===== src/rtl/pe_pkg.sv =====
// pe_pkg: shared definitions for the PE controller and its MAC datapath.
package pe_pkg;
    localparam int DATA_W_DEF = 32;
    localparam int ACC_W_DEF  = 32;
    localparam int ADDR_W     = 32;
    typedef enum logic [2:0] {S_IDLE, S_FETCH, S_WAIT, S_MAC, S_DONE, S_WRITE} pe_mac_state_t;
endpackage


===== src/rtl/pe_mac_unit_if.sv =====
// pe_mac_unit_if: controller, operand-BRAM and result-write signals of one PE MAC unit.
// sat_flag exists only when PE_SAT_EN is defined.
interface pe_mac_unit_if
    import pe_pkg::*;
#(
    parameter int DATA_W = DATA_W_DEF,
    parameter int ACC_W  = ACC_W_DEF
);
    logic              PE_active;
    logic              vec_fin;
    logic [ADDR_W-1:0] left_mem_index;
    logic [ADDR_W-1:0] right_mem_index;
    logic [ADDR_W-1:0] result_mem_index;
    logic              left_rd_en;
    logic [ADDR_W-1:0] left_rd_addr;
    logic [DATA_W-1:0] left_rd_data;
    logic              right_rd_en;
    logic [ADDR_W-1:0] right_rd_addr;
    logic [DATA_W-1:0] right_rd_data;
    logic              step_fin;
    logic              res_wr_en;
    logic [ADDR_W-1:0] res_wr_addr;
    logic [ACC_W-1:0]  res_wr_data;
    logic              busy;
`ifdef PE_SAT_EN
    logic              sat_flag;
`endif

    modport slave (
        input  PE_active, vec_fin, left_mem_index, right_mem_index, result_mem_index,
               left_rd_data, right_rd_data,
        output left_rd_en, left_rd_addr, right_rd_en, right_rd_addr, step_fin,
               res_wr_en, res_wr_addr, res_wr_data, busy
`ifdef PE_SAT_EN
        , output sat_flag
`endif
    );

    modport master (
        output PE_active, vec_fin, left_mem_index, right_mem_index, result_mem_index,
               left_rd_data, right_rd_data,
        input  left_rd_en, left_rd_addr, right_rd_en, right_rd_addr, step_fin,
               res_wr_en, res_wr_addr, res_wr_data, busy
`ifdef PE_SAT_EN
        , input sat_flag
`endif
    );
endinterface


===== src/rtl/pe_mac_acc.sv =====
// pe_mac_acc: registered signed multiply-accumulate with clear.
// PE_SAT_EN: saturating accumulate with sticky sat_o, cleared together with the accumulator.
module pe_mac_acc #(
    parameter int DATA_W = 32,
    parameter int ACC_W  = 32
) (
    input  logic                     clk,
    input  logic                     rst_n,
    input  logic                     cap_i,
    input  logic                     mac_i,
    input  logic                     clr_i,
    input  logic signed [DATA_W-1:0] a_i,
    input  logic signed [DATA_W-1:0] b_i,
`ifdef PE_SAT_EN
    output logic                     sat_o,
`endif
    output logic signed [ACC_W-1:0]  acc_o
);
    logic signed [ACC_W-1:0] prod_q, acc_q, acc_d;
`ifdef PE_SAT_EN
    logic [ACC_W:0] sum;
    logic           ovf, sat_q;
    assign sum   = {acc_q[ACC_W-1], acc_q} + {prod_q[ACC_W-1], prod_q};
    assign ovf   = sum[ACC_W] ^ sum[ACC_W-1];
    assign acc_d = ovf ? {sum[ACC_W], {(ACC_W-1){~sum[ACC_W]}}} : sum[ACC_W-1:0];
    assign sat_o = sat_q;
    always_ff @(posedge clk or negedge rst_n) begin
        if (!rst_n)
            sat_q <= 1'b0;
        else if (clr_i)
            sat_q <= 1'b0;
        else if (mac_i && ovf)
            sat_q <= 1'b1;
    end
`else
    assign acc_d = acc_q + prod_q;
`endif
    always_ff @(posedge clk or negedge rst_n) begin
        if (!rst_n) begin
            prod_q <= '0;
            acc_q  <= '0;
        end else begin
            if (cap_i)
                prod_q <= ACC_W'(a_i * b_i);
            if (clr_i)
                acc_q <= '0;
            else if (mac_i)
                acc_q <= acc_d;
        end
    end
    assign acc_o = acc_q;
endmodule


===== src/rtl/pe_mac_unit.sv =====
// pe_mac_unit: per-PE MAC datapath; fetches operand pair, accumulates, flushes to result memory on vec_fin.
// Define PE_SAT_EN for a saturating accumulator and the sticky bus.sat_flag output.
module pe_mac_unit
    import pe_pkg::*;
#(
    parameter int DATA_W = DATA_W_DEF,
    parameter int ACC_W  = ACC_W_DEF,
    parameter int RD_LAT = 1
) (
    input logic          clk,
    input logic          rst_n,
    pe_mac_unit_if.slave bus
);
    pe_mac_state_t           state_q, state_d;
    logic [1:0]              wait_q, wait_d;
    logic [ADDR_W-1:0]       l_addr_q, r_addr_q, res_addr_q;
    logic                    pend_q, pend_d, start, wr, cap;
    logic signed [ACC_W-1:0] acc;

    always_comb begin
        state_d = state_q;
        wait_d  = wait_q;
        case (state_q)
            S_IDLE:  state_d = (bus.vec_fin || pend_q) ? S_WRITE : bus.PE_active ? S_FETCH : S_IDLE;
            S_FETCH: begin
                state_d = S_WAIT;
                wait_d  = 2'(RD_LAT - 1);
            end
            S_WAIT: begin
                state_d = (wait_q == '0) ? S_MAC : S_WAIT;
                wait_d  = (wait_q == '0) ? '0 : wait_q - 2'd1;
            end
            S_MAC:   state_d = S_DONE;
            default: state_d = S_IDLE;
        endcase
    end

    assign start  = (state_q == S_IDLE) && (state_d == S_FETCH);
    assign wr     = state_q == S_WRITE;
    // read data is on the bus during the last WAIT cycle; MAC then adds the registered product
    assign cap    = (state_q == S_WAIT) && (wait_q == '0);
    assign pend_d = (bus.vec_fin && state_q != S_IDLE) || (pend_q && !wr);

    always_ff @(posedge clk or negedge rst_n) begin
        if (!rst_n) begin
            state_q    <= S_IDLE;
            wait_q     <= '0;
            pend_q     <= 1'b0;
            l_addr_q   <= '0;
            r_addr_q   <= '0;
            res_addr_q <= '0;
        end else begin
            state_q <= state_d;
            wait_q  <= wait_d;
            pend_q  <= pend_d;
            if (start) begin
                l_addr_q   <= bus.left_mem_index;
                r_addr_q   <= bus.right_mem_index;
                res_addr_q <= bus.result_mem_index;
            end
        end
    end

    pe_mac_acc #(.DATA_W(DATA_W), .ACC_W(ACC_W)) u_acc (
        .clk   (clk),
        .rst_n (rst_n),
        .cap_i (cap),
        .mac_i (state_q == S_MAC),
        .clr_i (wr),
        .a_i   (bus.left_rd_data),
        .b_i   (bus.right_rd_data),
`ifdef PE_SAT_EN
        .sat_o (bus.sat_flag),
`endif
        .acc_o (acc)
    );

    assign bus.left_rd_en    = state_q == S_FETCH;
    assign bus.right_rd_en   = state_q == S_FETCH;
    assign bus.left_rd_addr  = l_addr_q;
    assign bus.right_rd_addr = r_addr_q;
    assign bus.step_fin      = state_q == S_DONE;
    assign bus.res_wr_en     = wr;
    assign bus.res_wr_addr   = wr ? res_addr_q : '0;
    assign bus.res_wr_data   = wr ? acc : '0;
    assign bus.busy          = state_q != S_IDLE;
endmodule

===== src/flat_wrapper.sv =====
// flat-port wrapper written by rule: the top's interface ports become plain ports
module pe_mac_unit_flat import pe_pkg::*;
#(
    parameter int DATA_W = DATA_W_DEF,
    parameter int ACC_W  = ACC_W_DEF,
    parameter int RD_LAT = 1
)
  (clk, rst_n, bus_PE_active, bus_vec_fin, bus_left_mem_index, bus_right_mem_index, bus_result_mem_index, bus_left_rd_data, bus_right_rd_data, bus_left_rd_en, bus_left_rd_addr, bus_right_rd_en, bus_right_rd_addr, bus_step_fin, bus_res_wr_en, bus_res_wr_addr, bus_res_wr_data, bus_busy);
  pe_mac_unit_if #(.DATA_W(DATA_W), .ACC_W(ACC_W)) bus_i ();
  input logic clk;
  input logic rst_n;
  input wire logic [$bits(bus_i.PE_active)-1:0] bus_PE_active;
  input wire logic [$bits(bus_i.vec_fin)-1:0] bus_vec_fin;
  input wire logic [$bits(bus_i.left_mem_index)-1:0] bus_left_mem_index;
  input wire logic [$bits(bus_i.right_mem_index)-1:0] bus_right_mem_index;
  input wire logic [$bits(bus_i.result_mem_index)-1:0] bus_result_mem_index;
  input wire logic [$bits(bus_i.left_rd_data)-1:0] bus_left_rd_data;
  input wire logic [$bits(bus_i.right_rd_data)-1:0] bus_right_rd_data;
  output wire logic [$bits(bus_i.left_rd_en)-1:0] bus_left_rd_en;
  output wire logic [$bits(bus_i.left_rd_addr)-1:0] bus_left_rd_addr;
  output wire logic [$bits(bus_i.right_rd_en)-1:0] bus_right_rd_en;
  output wire logic [$bits(bus_i.right_rd_addr)-1:0] bus_right_rd_addr;
  output wire logic [$bits(bus_i.step_fin)-1:0] bus_step_fin;
  output wire logic [$bits(bus_i.res_wr_en)-1:0] bus_res_wr_en;
  output wire logic [$bits(bus_i.res_wr_addr)-1:0] bus_res_wr_addr;
  output wire logic [$bits(bus_i.res_wr_data)-1:0] bus_res_wr_data;
  output wire logic [$bits(bus_i.busy)-1:0] bus_busy;
  assign bus_i.PE_active = bus_PE_active;
  assign bus_i.vec_fin = bus_vec_fin;
  assign bus_i.left_mem_index = bus_left_mem_index;
  assign bus_i.right_mem_index = bus_right_mem_index;
  assign bus_i.result_mem_index = bus_result_mem_index;
  assign bus_i.left_rd_data = bus_left_rd_data;
  assign bus_i.right_rd_data = bus_right_rd_data;
  assign bus_left_rd_en = bus_i.left_rd_en;
  assign bus_left_rd_addr = bus_i.left_rd_addr;
  assign bus_right_rd_en = bus_i.right_rd_en;
  assign bus_right_rd_addr = bus_i.right_rd_addr;
  assign bus_step_fin = bus_i.step_fin;
  assign bus_res_wr_en = bus_i.res_wr_en;
  assign bus_res_wr_addr = bus_i.res_wr_addr;
  assign bus_res_wr_data = bus_i.res_wr_data;
  assign bus_busy = bus_i.busy;
  pe_mac_unit #(.DATA_W(DATA_W), .ACC_W(ACC_W), .RD_LAT(RD_LAT)) u_core (.clk(clk), .rst_n(rst_n), .bus(bus_i));
endmodule

===== config.mk =====
export PLATFORM = sky130hd
export DESIGN_NAME = pe_mac_unit_flat
export DESIGN_NICKNAME = d
export VERILOG_FILES = /design/src/rtl/pe_pkg.sv /design/src/rtl/pe_mac_unit_if.sv /design/src/rtl/pe_mac_acc.sv /design/src/rtl/pe_mac_unit.sv /design/src/flat_wrapper.sv
export SDC_FILE = /design/constraint.sdc
export NUM_CORES = 2
export LEC_CHECK = 0
export ABC_CLOCK_PERIOD_IN_PS = 4450
export CORE_MARGIN = 2
export CORE_UTILIZATION = 50
export CTS_BUF_LIST = sky130_fd_sc_hd__clkbuf_8
export DETAILED_ROUTE_END_ITERATION = 10
export PLACE_DENSITY = 0.73
export SETUP_SLACK_MARGIN = 0.15
export SYNTH_ARGS = -nofsm -noshare
export SYNTH_HDL_FRONTEND = slang
export SYNTH_SLANG_ARGS = --single-unit
export TNS_END_PERCENT = 100

===== constraint.sdc =====
create_clock -name clk -period 4.45 [get_ports clk]
set_input_delay 0.6675 -clock clk [delete_from_list [all_inputs] [get_ports clk]]
set_output_delay 0.6675 -clock clk [all_outputs]
set_load 0.02 [all_outputs]

==> out/metrics.cfg <==
[yosys]
synth_edf_count = 0
synth_seq_area_share = 0.171
yosys_most_used_dff = dfrtp_1
ys_async_sr_fraction = 1.00
ys_seq_elements = 166
post-synth-top-count-cell = inv_1
post_synth_inst_count = 2521
synth_top_area_share = 0.337
synth.largest_area_cell = fa_1
synth_cell_type_count = 60
synth_cell_count_leaders = inv_1, fa_1, and2_1, nand2_1, ha_1
synth.net_count = 3275
synth_area_per_cell_um2 = 9.65
synth_cell_area_um2 = 24300
ys.warnings.count = 0
synth_area_leaders = fa_1, dfrtp_1, ha_1

[timing]
post-route-min-period_ns = 6.72
finalMaxSlewViolations = 0
fin_setup_tns_ns = -40.62
finalCritPeriodShare = 1.51
worst_slack_ns = -2.27
max_slew.worst_pin.slew_ns = 0.983
rsz0062_at_grt = true
finalSetupViolCount = 24
worst_slew_margin_rel = 0.345
timing.final.hold_violations = 0
worst_clock_skew_ns = 0.0142
max_freq_mhz = 149

[worst_setup_path]
endpoint_kind = register
timing.rr.start = u_core.u_acc.acc_o[0]
cp_max_fo = 6
cp.arrival_ns = 7.08
critical_path.startpoint = bus_left_rd_data[15]
worstSetupPathType = in2reg
reg2reg_setup_slack_ns = 1.31
reg2reg_depth = 12
worst_setup_sp_type = primary input
required_ns = 4.81
cp-endpoint = u_core.u_acc.prod_q[29]
crit-reg2reg-capture = u_core.u_acc.acc_o[28]

[place]
placedCellCount = 3544
numPortBuffers = 296
dp_hpwl_mm = 54.3
gp_congestion = 0.905
postPlaceCellArea_um2 = 29800

[worst_hold_path]
worst_hold_path_type = in2async

[floorplanning]
std_cell_rows = 80
floorplan.initialDensity = 0.508
fp.dieArea_um2 = 50400
die_w_um = 225
die_height_um = 225
floorplan.core_area_um2 = 47800
ios = 297

[grt]
first_global_vias = 21175
grt_pass1_wl_mm = 111
maximum_number_of_pins_on_one_net_before_global_route_repair = 97
grt-ovfl-total = 0
antenna_violations_before_repair = 2
groute.usage.overall = 0.283

[clocking]
cts.sinks = 166
clock_tree.htree_level_count = 4
cts-buffers-inserted = 17
cts_root_buffer_type = clkbuf_8
ctsLongestPathBuffers = 2
clk_pin_slew_ns = 0.09
worstSkewPairLatency_ns = 0.48
tritoncts = done

[run_status]
violations = setup timing
result_of_the_run = finished, violations left

[routing]
drt-total-wl_mm = 71.2
wl_per_cell_um = 19.5
viasPerCell = 5.29
drt_first_iter_violations = 1077
route.vias.total = 19328
detail-route-antenna-nets = 0
drc_markers = 0
firstDrtPassIters = 5

[cells_and_area]
postLayoutCellArea_um2 = 32400
utilization = 0.678
regArea_um2 = 4150
flow.area_growth_from_synthesis_pct = 33.4
final_layout_size_suffix_gt1_frac = 0.245
fill_cell_total_of_the_finished_layout = 3486
layout_net_count = 3780
count_of_non_filler_cells_in_the_finished_layout = 3653
multi_input_area_um2 = 19300
n_antenna_cell = 0

[run]
cap_viol_max_count = 0

-- cells by family after synthesis --
logic type      Yosys count  synth area share
fa+ha+maj               590             0.430
mux                     108            0.0498
simple gates            767             0.168
flops                   166             0.171
xor+xnor                108            0.0389
buf+inv                 569            0.0882
compound gates          213            0.0548
-- timing repair --
item,CTS,global route
hold buffers,0,0
gates cloned,12,1
pin swaps,164,108
buffers inserted,53,12
hold endpoints to repair,0,0
gates resized for setup,419,117
endpoints found under the setup margin,27,26
-- layout by cell type (no fill, tap or decap), types with 9 or more instances in the layout --
master / n
dlygate4sd2_1: 24
and3_1: 68
ha_4: 38
and2_1: 294
o21ai_0: 48
o21a_1: 10
buf_4: 197
o21ai_1: 22
nand2_2: 9
mux2_2: 103
a21oi_2: 11
buf_6: 88
fa_1: 352
buf_2: 10
a21oi_1: 33
nor3b_1: 9
xnor2_2: 9
o21ai_2: 9
nor2_1: 17
xor2_1: 29
a21o_1: 19
nand2_1: 261
buf_8: 9
and2_4: 36
dfrtp_1: 166
xnor2_1: 68
fa_2: 57
buf_12: 28
inv_2: 42
inv_1: 402
ha_1: 140
clkdlybuf4s50_1: 238
clkbuf_8: 18
-- registers in the layout, indices dropped and copies added, names as in the netlist --
| name | count |
|---|---|
| u_core.bus.left_rd_addr | 32 |
| u_core.bus.right_rd_addr | 32 |
| u_core.res_addr_q | 32 |
| u_core.u_acc.acc_o | 32 |
| u_core.u_acc.prod_q | 32 |
| u_core.state_q | 3 |
| u_core.wait_q | 2 |
| u_core.pend_q | 1 |
-- through the flow --
stage	setup WS [ns]	hold slack, ns
finish	-2.27	0.251
global route	-2.42	0.286
CTS	-2.16	0.246
detailed placement	-3.32	0.486
global placement	-3.14	0.474
floorplan	-2.38	0.372
-- worst max-delay path: stages --
cell     delay [ns]
buf_6          0.09
buf_6          0.13
buf_6          0.12
and2_4         0.15
fa_1           0.57
fa_1           0.44
fa_1           0.54
inv_2          0.04
fa_1           0.51
inv_2          0.05
fa_1           0.49
fa_2           0.56
fa_1           0.44
fa_1           0.49
ha_4           0.27
a21o_1         0.16
a21o_1         0.21
a21oi_4        0.17
o21ai_2        0.09
a21oi_2        0.15
nor4b_4        0.24
nor2_1         0.09
xor2_1         0.14
mux2_4         0.26
-- routing by layer --
layer | track usage | vias to the layer above | wire length [um]
li1 | - | 8767 | -
met1 | 0.346 | 9689 | 28000
met2 | 0.483 | 683 | 35200
met3 | 0.0542 | 187 | 4830
met4 | 0.132 | 2 | 3240
met5 | 0 | - | 13
-- how the worst min path moves through the flow --
stage	startpoint	to	slack, ns	cells after the start
global placement	u_core.u_acc.prod_q[0]	u_core.u_acc.prod_q[0]	0.47	2
detailed placement	u_core.u_acc.prod_q[23]	u_core.u_acc.prod_q[23]	0.49	2
finish	rst_n	u_core.u_acc.acc_o[12]	0.25	1
CTS	rst_n	u_core.u_acc.prod_q[7]	0.25	1
floorplan	rst_n	u_core.bus.left_rd_addr[0]	0.37	0
global route	rst_n	u_core.u_acc.prod_q[6]	0.29	1
-- cell type report --
| type | count | share of cell area |
|---|---|---|
| Timing Repair Buffer | 614 | 0.192 |
| Sequential cell | 166 | 0.128 |
| Tap cell | 615 | 0.0237 |
| Inverter | 441 | 0.0510 |
| Clock inverter | 13 | 0.00343 |
| Clock buffer | 18 | 0.00764 |
| Multi-Input combinational cell | 1786 | 0.595 |
Power is left out: the tool's default activity adds up to more than one toggle a clock period on the data nets, which glitch-free logic cannot reach.
